**src/rtl/axil_regfile.sv**
```systemverilog
`timescale 1ns/1ps
// ----------------------------------------------------------------------------
// axil_regfile
//
// AXI4-Lite slave register file. Write address and write data are captured
// in independent holding registers; once both are full the write commits
// (byte-strobed) into one of C_NUM_REGS registers and a B response is raised.
// Reads are answered on the edge of the AR handshake. Every register is
// exposed on a flat output vector, and each committed in-range write produces
// a one-cycle pulse on the matching bit of o_wr_pulse.
//
// Optional feature macro: AXIL_REGFILE_SLVERR_EN
//   defined   -> out-of-range accesses answer SLVERR (2'b10)
//   undefined -> out-of-range accesses answer OKAY (2'b00)
//   Out-of-range writes never change state; out-of-range reads return 0.
//
// Ports:
//   i_clk, i_axi_reset            clock (rising edge), async active-high reset
//   i_axi_aw* / o_axi_awready     write address channel (awprot ignored)
//   i_axi_w*  / o_axi_wready      write data channel with byte strobes
//   o_axi_bvalid/bresp, i_axi_bready   write response channel
//   i_axi_ar* / o_axi_arready     read address channel (arprot ignored)
//   o_axi_rvalid/rdata/rresp, i_axi_rready   read data channel
//   o_regs                        register k at bits [k*W +: W]
//   o_wr_pulse                    bit k high for one cycle after reg k written
// ----------------------------------------------------------------------------
module axil_regfile #(
  parameter int C_AXI_DATA_WIDTH = 32,
  parameter int C_AXI_ADDR_WIDTH = 6,
  parameter int C_NUM_REGS       = 12
) (
  input  logic                                   i_clk,
  input  logic                                   i_axi_reset,

  input  logic                                   i_axi_awvalid,
  output logic                                   o_axi_awready,
  input  logic [C_AXI_ADDR_WIDTH-1:0]            i_axi_awaddr,
  input  logic [2:0]                             i_axi_awprot,

  input  logic                                   i_axi_wvalid,
  output logic                                   o_axi_wready,
  input  logic [C_AXI_DATA_WIDTH-1:0]            i_axi_wdata,
  input  logic [C_AXI_DATA_WIDTH/8-1:0]          i_axi_wstrb,

  output logic                                   o_axi_bvalid,
  input  logic                                   i_axi_bready,
  output logic [1:0]                             o_axi_bresp,

  input  logic                                   i_axi_arvalid,
  output logic                                   o_axi_arready,
  input  logic [C_AXI_ADDR_WIDTH-1:0]            i_axi_araddr,
  input  logic [2:0]                             i_axi_arprot,

  output logic                                   o_axi_rvalid,
  input  logic                                   i_axi_rready,
  output logic [C_AXI_DATA_WIDTH-1:0]            o_axi_rdata,
  output logic [1:0]                             o_axi_rresp,

  output logic [C_NUM_REGS*C_AXI_DATA_WIDTH-1:0] o_regs,
  output logic [C_NUM_REGS-1:0]                  o_wr_pulse
);

  localparam int NB      = C_AXI_DATA_WIDTH / 8;
  localparam int ADDRLSB = $clog2(NB);
  localparam int IDX_W   = C_AXI_ADDR_WIDTH - ADDRLSB;

  localparam logic [1:0] RESP_OKAY = 2'b00;
`ifdef AXIL_REGFILE_SLVERR_EN
  localparam logic [1:0] RESP_OOR  = 2'b10;
`else
  localparam logic [1:0] RESP_OOR  = 2'b00;
`endif

  // Readies are held low during reset and only rise on the first edge after
  // release, so they cannot be derived purely from the empty holding state.
  logic                        ready_en_q, ready_en_d;

  logic                        aw_held_q, aw_held_d;
  logic [IDX_W-1:0]            aw_idx_q, aw_idx_d;
  logic                        w_held_q, w_held_d;
  logic [C_AXI_DATA_WIDTH-1:0] w_data_q, w_data_d;
  logic [NB-1:0]               w_strb_q, w_strb_d;

  logic                        bvalid_q, bvalid_d;
  logic [1:0]                  bresp_q, bresp_d;

  logic                        rvalid_q, rvalid_d;
  logic [C_AXI_DATA_WIDTH-1:0] rdata_q, rdata_d;
  logic [1:0]                  rresp_q, rresp_d;

  logic [C_AXI_DATA_WIDTH-1:0] regs_q [C_NUM_REGS];
  logic [C_AXI_DATA_WIDTH-1:0] regs_d [C_NUM_REGS];
  logic [C_NUM_REGS-1:0]       wr_pulse_q, wr_pulse_d;

  logic             aw_fire;
  logic             w_fire;
  logic             ar_fire;
  logic             commit;
  logic [IDX_W-1:0] ar_idx;

  function automatic logic idx_in_range(input logic [IDX_W-1:0] idx);
    return int'(idx) < C_NUM_REGS;
  endfunction

  // Protection bits and sub-word address bits carry no meaning here.
  logic unused_inputs;
  assign unused_inputs = ^{i_axi_awprot, i_axi_arprot,
                           i_axi_awaddr[ADDRLSB-1:0], i_axi_araddr[ADDRLSB-1:0]};

  assign o_axi_awready = ready_en_q && !aw_held_q && !bvalid_q;
  assign o_axi_wready  = ready_en_q && !w_held_q && !bvalid_q;
  assign o_axi_arready = ready_en_q && !rvalid_q;

  assign aw_fire = i_axi_awvalid && o_axi_awready;
  assign w_fire  = i_axi_wvalid && o_axi_wready;
  assign ar_fire = i_axi_arvalid && o_axi_arready;
  assign commit  = aw_held_q && w_held_q;
  assign ar_idx  = i_axi_araddr[C_AXI_ADDR_WIDTH-1:ADDRLSB];

  assign o_axi_bvalid = bvalid_q;
  assign o_axi_bresp  = bresp_q;
  assign o_axi_rvalid = rvalid_q;
  assign o_axi_rdata  = rdata_q;
  assign o_axi_rresp  = rresp_q;
  assign o_wr_pulse   = wr_pulse_q;

  for (genvar k = 0; k < C_NUM_REGS; k++) begin : g_flat
    assign o_regs[k*C_AXI_DATA_WIDTH +: C_AXI_DATA_WIDTH] = regs_q[k];
  end

  // Holding registers. A hold cannot fill and drain in the same cycle: a
  // commit needs it full, a handshake needs it empty.
  always_comb begin
    ready_en_d = 1'b1;
    aw_held_d  = aw_held_q;
    aw_idx_d   = aw_idx_q;
    w_held_d   = w_held_q;
    w_data_d   = w_data_q;
    w_strb_d   = w_strb_q;
    if (commit) begin
      aw_held_d = 1'b0;
      w_held_d  = 1'b0;
    end
    if (aw_fire) begin
      aw_held_d = 1'b1;
      aw_idx_d  = i_axi_awaddr[C_AXI_ADDR_WIDTH-1:ADDRLSB];
    end
    if (w_fire) begin
      w_held_d = 1'b1;
      w_data_d = i_axi_wdata;
      w_strb_d = i_axi_wstrb;
    end
  end

  // Commit and B channel. Out-of-range writes still produce a response but
  // leave every register and the pulse vector untouched.
  always_comb begin
    regs_d     = regs_q;
    wr_pulse_d = '0;
    bvalid_d   = bvalid_q;
    bresp_d    = bresp_q;
    if (bvalid_q && i_axi_bready) begin
      bvalid_d = 1'b0;
    end
    if (commit) begin
      bvalid_d = 1'b1;
      if (idx_in_range(aw_idx_q)) begin
        bresp_d = RESP_OKAY;
        for (int k = 0; k < C_NUM_REGS; k++) begin
          if (aw_idx_q == IDX_W'(k)) begin
            wr_pulse_d[k] = 1'b1;
            for (int b = 0; b < NB; b++) begin
              if (w_strb_q[b]) begin
                regs_d[k][b*8 +: 8] = w_data_q[b*8 +: 8];
              end
            end
          end
        end
      end else begin
        bresp_d = RESP_OOR;
      end
    end
  end

  // Read channel. Data comes from the current register state, so a read
  // that lands on the same edge as a commit sees the pre-write value.
  always_comb begin
    rvalid_d = rvalid_q;
    rdata_d  = rdata_q;
    rresp_d  = rresp_q;
    if (rvalid_q && i_axi_rready) begin
      rvalid_d = 1'b0;
    end
    if (ar_fire) begin
      rvalid_d = 1'b1;
      rdata_d  = '0;
      rresp_d  = RESP_OOR;
      if (idx_in_range(ar_idx)) begin
        rresp_d = RESP_OKAY;
        for (int k = 0; k < C_NUM_REGS; k++) begin
          if (ar_idx == IDX_W'(k)) begin
            rdata_d = regs_q[k];
          end
        end
      end
    end
  end

  always_ff @(posedge i_clk or posedge i_axi_reset) begin
    if (i_axi_reset) begin
      ready_en_q <= 1'b0;
      aw_held_q  <= 1'b0;
      aw_idx_q   <= '0;
      w_held_q   <= 1'b0;
      w_data_q   <= '0;
      w_strb_q   <= '0;
      bvalid_q   <= 1'b0;
      bresp_q    <= '0;
      rvalid_q   <= 1'b0;
      rdata_q    <= '0;
      rresp_q    <= '0;
      wr_pulse_q <= '0;
      for (int k = 0; k < C_NUM_REGS; k++) begin
        regs_q[k] <= '0;
      end
    end else begin
      ready_en_q <= ready_en_d;
      aw_held_q  <= aw_held_d;
      aw_idx_q   <= aw_idx_d;
      w_held_q   <= w_held_d;
      w_data_q   <= w_data_d;
      w_strb_q   <= w_strb_d;
      bvalid_q   <= bvalid_d;
      bresp_q    <= bresp_d;
      rvalid_q   <= rvalid_d;
      rdata_q    <= rdata_d;
      rresp_q    <= rresp_d;
      wr_pulse_q <= wr_pulse_d;
      regs_q     <= regs_d;
    end
  end

endmodule

```
**config.mk**
```make
export PLATFORM = sky130hd
export DESIGN_NAME = axil_regfile
export DESIGN_NICKNAME = d
export VERILOG_FILES = /design/src/rtl/axil_regfile.sv
export SDC_FILE = /design/constraint.sdc
export NUM_CORES = 1
export LEC_CHECK = 0
export ABC_CLOCK_PERIOD_IN_PS = 26400
export BUFFER_PORTS_ARGS = -buffer_cell sky130_fd_sc_hd__buf_2
export CORE_MARGIN = 4
export CORE_UTILIZATION = 30
export CTS_CLUSTER_SIZE = 28
export DETAILED_ROUTE_END_ITERATION = 6
export PLACE_DENSITY_LB_ADDON = 0.1
export RECOVER_POWER = 100
export REMOVE_ABC_BUFFERS = 1
export SKIP_CTS_REPAIR_TIMING = 1
export SLEW_MARGIN = 30
export SYNTH_ARGS = -nofsm -noshare
export SYNTH_HDL_FRONTEND = slang
export SYNTH_SLANG_ARGS = --single-unit
export TNS_END_PERCENT = 10
```
**constraint.sdc**
```tcl
create_clock -name i_clk -period 26.4 [get_ports i_clk]
set_input_delay 0 -clock i_clk [delete_from_list [all_inputs] [get_ports i_clk]]
set_output_delay 0 -clock i_clk [all_outputs]
set_load 0.05 [all_outputs]
```
# ---- After elaboration in Yosys (flattened, before gate mapping)
# Index checks and enable logic that the tools add are counted.
dict set report totals {
  input_bits 61
  wordCells 185
  regBits 473
  output_inout_bits 437
}
dict set report classes {
  muxes 34
  n_lt_le_gt_ge 2
  eq_ne 22
  reduce_logical 69
}
# operator n
set op_table {}
lappend op_table {{$mux W32} 13}
lappend op_table {{$reduce_and A4 Y1} 48}
lappend op_table {{$eq A4 B3 Y1 const B} 8}
lappend op_table {{$eq A4 B4 Y1 const B} 8}
lappend op_table {{$mux W12} 2}
lappend op_table {{$mux W1} 19}
lappend op_table {{$eq A4 B2 Y1 const B} 4}
lappend op_table {{$logic_and A1 B1 Y1} 11}
lappend op_table {{$eq A4 B1 Y1 const B} 2}
lappend op_table {{$logic_not A4 Y1} 2}
lappend op_table {{$lt A4 B4 Y1 const B} 2}
lappend op_table {{$reduce_bool A2 Y1} 4}
lappend op_table {{$logic_not A1 Y1} 4}

# ---- Depth between registers and ports, before layout
dict set report depth {
  word_depth 14
  mapped_depth 8
  depth_no_buf 5
}

# ---- Least setup slack after synthesis
# OpenSTA, ideal clock, no wires.
dict set report synth_path {
  path_type {flip-flop to flip-flop}
  start {register bvalid_q (netlist: o_axi_bvalid)}
  end {register w_data_q[10]}
  setup_slack_ps 23742
  arrival_time_ps 2533
  setup_time_ps 125
  path_buffers 2
  synth_period_minus_slack_ps 2658
  path_stages_with_launch 8
  path_cell_list {dfrtp_1 > inv_1 > nand2_1 > nor2_1 > and2_1 > clkbuf_1 > buf_2 > mux2_2}
}
dict set report synth_via {
  elab_chain_cells 3
}
# element line_no
set synth_rtl {}
lappend synth_rtl {{from (decl)} 84} ;# logic bvalid_q, bvalid_d;
lappend synth_rtl {{from (signal assigned)} 233} ;# bvalid_q <= bvalid_d;
lappend synth_rtl {{$logic_not A1 Y1} 111} ;# assign o_axi_wready = ready_en_q && !w_held_q && !bvalid_q;
lappend synth_rtl {{$logic_and A1 B1 Y1} 111}
lappend synth_rtl {{net o_axi_wready} 41} ;# output logic o_axi_wready,
lappend synth_rtl {{$logic_and A1 B1 Y1} 115} ;# assign w_fire = i_axi_wvalid && o_axi_wready;
lappend synth_rtl {{to (signal assigned)} 231} ;# w_data_q <= w_data_d;
lappend synth_rtl {{to (decl)} 81} ;# logic [C_AXI_DATA_WIDTH-1:0] w_data_q, w_data_d;
# The timed path passes the listed nets, and every way through them passes these cells.
# A chain may end at the register's enable or synchronous reset.

==> impl_results.md <==
- Fin Setup TNS: 0 ns
- Final Power: 3.34 mW
- Wire length of the first global-routing pass: 129 mm
- Clock skew: 0.0189 ns
- Critical Path Start Type: input port
- Worst-Skew Late Latency: 0.60 ns
- Number of standard cells in the layout, taps in and fillers out: 3105
- Fin crit period: 10.64 ns
- DP Wirelength: 61.1 mm
- Total power density per cell area: 128 nW/um2
- Final setup violation count: 0
- Crit Path Category: in2async
- Mapped Area: 21000 um2
- Sequence of cells on the critical path: dlygate4sd3_1 -> buf_2 -> clkinvlp_2 -> clkbuf_1 -> clkbuf_1 -> clkbuf_1
- Core Util, Final: 0.377
- Path category of the worst min-delay check: in2reg
- Via count of the first global-routing pass: 16500
- Final Hold Fails: 0
- Starting density of the core: 0.304
- Area growth from synthesis to layout: 23.9%
- GRT Total Usage: 0.241
- Post-synth top flop: sky130_fd_sc_hd__dfrtp_1
- Master cell of the clock root buffer: sky130_fd_sc_hd__clkbuf_16
- Number of instances in the synthesized netlist: 1634
- Pre-antenna DRT Iters: 5
- Number of port buffers: 483
- Core Rows: 96
- CTS H-tree depth: 2
- Clock transition at the register clock pins on the worst setup and hold paths after CTS: 0.06 ns
- DRC violation total after the first TritonRoute iteration: 1005
- Number of unique standard cell types used by synthesis: 60
- Highest attainable clock frequency: 0.0940 GHz
- Total wirelength of the detailed-routed design: 92.7 mm
- DRC Markers: 0
- Violated checks: capacitance limit, slew limit
- Critical path capture point type: asynchronous set/reset pin
- Overflow left after global routing: 0
- Fraction of final layout cells with drive strength greater than 1: 0.286
- Worst vdd rail ir drop: 0.0740 mV
- Number of synthesized flops with an enable pin: 0
- Async set or reset register ratio after synthesis: 1.00
- Number of top-level pins: 498
- Slew @ Worst Pin: 4.81 ns
- Via count: 16300
- CP Data Arrival Time: 10.70 ns
- Share of the cycle needed by the critical path after routing: 0.403
- Critical-path maximum fanout: 101
- CTS tree: done
- Cell leakage power: 11.8 nW
- Sequential area share after synthesis: 0.564
- Number of max-capacitance violations reported: 10
- Number of antenna violations at the first check in global routing: 5
- Die area: 74300 um2
- Worst path slowest cell: sky130_fd_sc_hd__clkbuf_1
- Worst stage delay on the critical path: 2.68 ns
- Post-synthesis register bit count: 473
- Final #Nets: 2193
- Remaining number of nets flagged by the antenna check after routing: 0
- CP dominant cell by count: sky130_fd_sc_hd__clkbuf_1
- Routability congestion estimate: 0.799
- Floorplan die width: 273 um
- Critical path data required time: 26.46 ns
- Count of final max-slew check failures: 562
- Result of the run: finished, violations left
- Placed Cells incl. Taps: 2959
- Die Span Y: 273 um
- Clock Tree Buf Depth: 3
- Cts bufs inserted: 56
- Area of the core: 68900 um2
- Pin count of the biggest net entering global routing: 102
- Filler cells: 7135
- Max-slew headroom at the worst pin: -2.22
- Wire per inst: 29.9 um
- Post-Synthesis Mean Instance Area: 12.8 um2
- Synth warn: 0
- Via density: 5.24
- Sinks on Clock Net: 473
- Unrepaired setup endpoints after global routing: false
-- logic make-up (layout without fill, tap and decap cells) --
group	Yosys count	in the layout	synth area share
AND/OR/NAND/NOR	268	268	0.0612
multiplexers	486	486	0.261
buffers and inverters	126	658	0.0240
other	2	10	0.000358
AO/OA/AOI/OAI	279	279	0.0896
flip-flops	473	473	0.564
-- state kept, by name (all words and copies together) (netlist names) --
signal,flops
aw_held_q,1
aw_idx_q,4
o_axi_bvalid,1
o_axi_rdata,32
o_axi_rvalid,1
o_regs,384
o_wr_pulse,12
ready_en_q,1
w_data_q,32
w_held_q,1
w_strb_q,4
-- cells in the mapped netlist (7+ instances only) --
cell type | instances | area (um2)
sky130_fd_sc_hd__clkbuf_1 | 93 | 349
sky130_fd_sc_hd__and2_1 | 7 | 43.8
sky130_fd_sc_hd__a2bb2oi_1 | 19 | 166
sky130_fd_sc_hd__nand3_1 | 8 | 40.0
sky130_fd_sc_hd__nand4_1 | 19 | 119
sky130_fd_sc_hd__a21oi_1 | 48 | 240
sky130_fd_sc_hd__a32oi_1 | 7 | 61.3
sky130_fd_sc_hd__dfrtp_1 | 473 | 11800
sky130_fd_sc_hd__nand2_2 | 12 | 75.1
sky130_fd_sc_hd__o22ai_1 | 47 | 294
sky130_fd_sc_hd__mux2_2 | 448 | 5040
sky130_fd_sc_hd__buf_2 | 13 | 65.1
sky130_fd_sc_hd__a22oi_1 | 43 | 323
sky130_fd_sc_hd__o21ai_0 | 46 | 230
sky130_fd_sc_hd__o211ai_1 | 22 | 165
sky130_fd_sc_hd__nand2_1 | 117 | 439
sky130_fd_sc_hd__buf_1 | 10 | 37.5
sky130_fd_sc_hd__nor2_1 | 59 | 221
sky130_fd_sc_hd__mux2i_1 | 34 | 340
sky130_fd_sc_hd__nor2b_1 | 10 | 62.6
-- routing by layer --
metal,vias up,part of all wire,track usage
li1,6995,-,-
met1,8661,0.43,0.318
met2,507,0.48,0.403
met3,108,0.064,0.0580
met4,4,0.026,0.0598
met5,-,0.00027,0
-- layout make-up --
class	count	area, um2	share of cell area
timing repair buffer	557	2560	0.0986
clock buffer	85	1660	0.0639
clock inverter	10	103	0.00395
inverter	6	23.8	0.000914
sequential	473	11800	0.455
antenna	5	12.5	0.000481
multi-input combinational	1038	8640	0.332
tap	931	1160	0.0448
-- worst max-delay path, delay by kind of cell --
family                 cells  cell delay, ns
buffers and inverters      6           10.47
-- where the power goes --
group / switching [mW] / total, mW / internal, mW
clock network: 0.312 / 0.760 / 0.448
logic: 1.02 / 1.33 / 0.316
registers: 0.291 / 1.25 / 0.956
total: 1.62 / 3.34 / 1.72
-- path summary, 6_finish.rpt --
check	from	end	slack [ns]	depth (start not counted)
worst max-delay path	i_axi_reset	w_data_q[31]	15.76	6
worst min-delay path	i_axi_araddr[3]	o_axi_rdata[0]	0.07	3
worst max register to register	w_held_q	w_data_q[21]	21.72	3
worst min register to register	o_axi_rdata[22]	o_axi_rdata[22]	0.50	2
max in group i_clk	w_held_q	w_data_q[21]	21.72	3
min in group asynchronous	i_axi_reset	o_regs[44]	1.42	3
-- cell usage in the layout (no fill, tap or decap), drive strengths merged, types with 3 or more instances in the layout --
cell type / netlist / layout
clkbuf: 93 / 525
dfrtp: 473 / 473
mux2: 448 / 448
nand2: 133 / 133
buf: 27 / 71
nor2: 62 / 62
a21oi: 48 / 48
o22ai: 47 / 47
o21ai: 46 / 46
dlygate4sd3: 0 / 46
a22oi: 43 / 43
mux2i: 34 / 34
o211ai: 22 / 22
nand4: 19 / 19
a2bb2oi: 19 / 19
nor2b: 10 / 10
clkinv: 2 / 9
nand3: 8 / 8
a32oi: 7 / 7
and2: 7 / 7
o221ai: 6 / 6
a221oi: 6 / 6
nand2b: 6 / 6
diode: 0 / 5
a211oi: 5 / 5
o2111ai: 5 / 5
conb: 2 / 5
nor3: 5 / 5
and3: 4 / 4
mux4: 4 / 4
nand4b: 3 / 3
nand3b: 3 / 3
a21o: 3 / 3
o32ai: 3 / 3
a22o: 3 / 3
inv: 4 / 3
-- through the flow --
step	hold slack (ns)	worst slack, ns	instance area (um2)
finish	0.0688	15.76	26000
global route	0.0693	13.56	26000
CTS	-0.470	23.65	26200
detailed placement	0.183	23.03	24400
global placement	0.183	22.96	24400
floorplan	0.0964	13.21	20500
No activity file was read; power rests on OpenSTA's default activity.
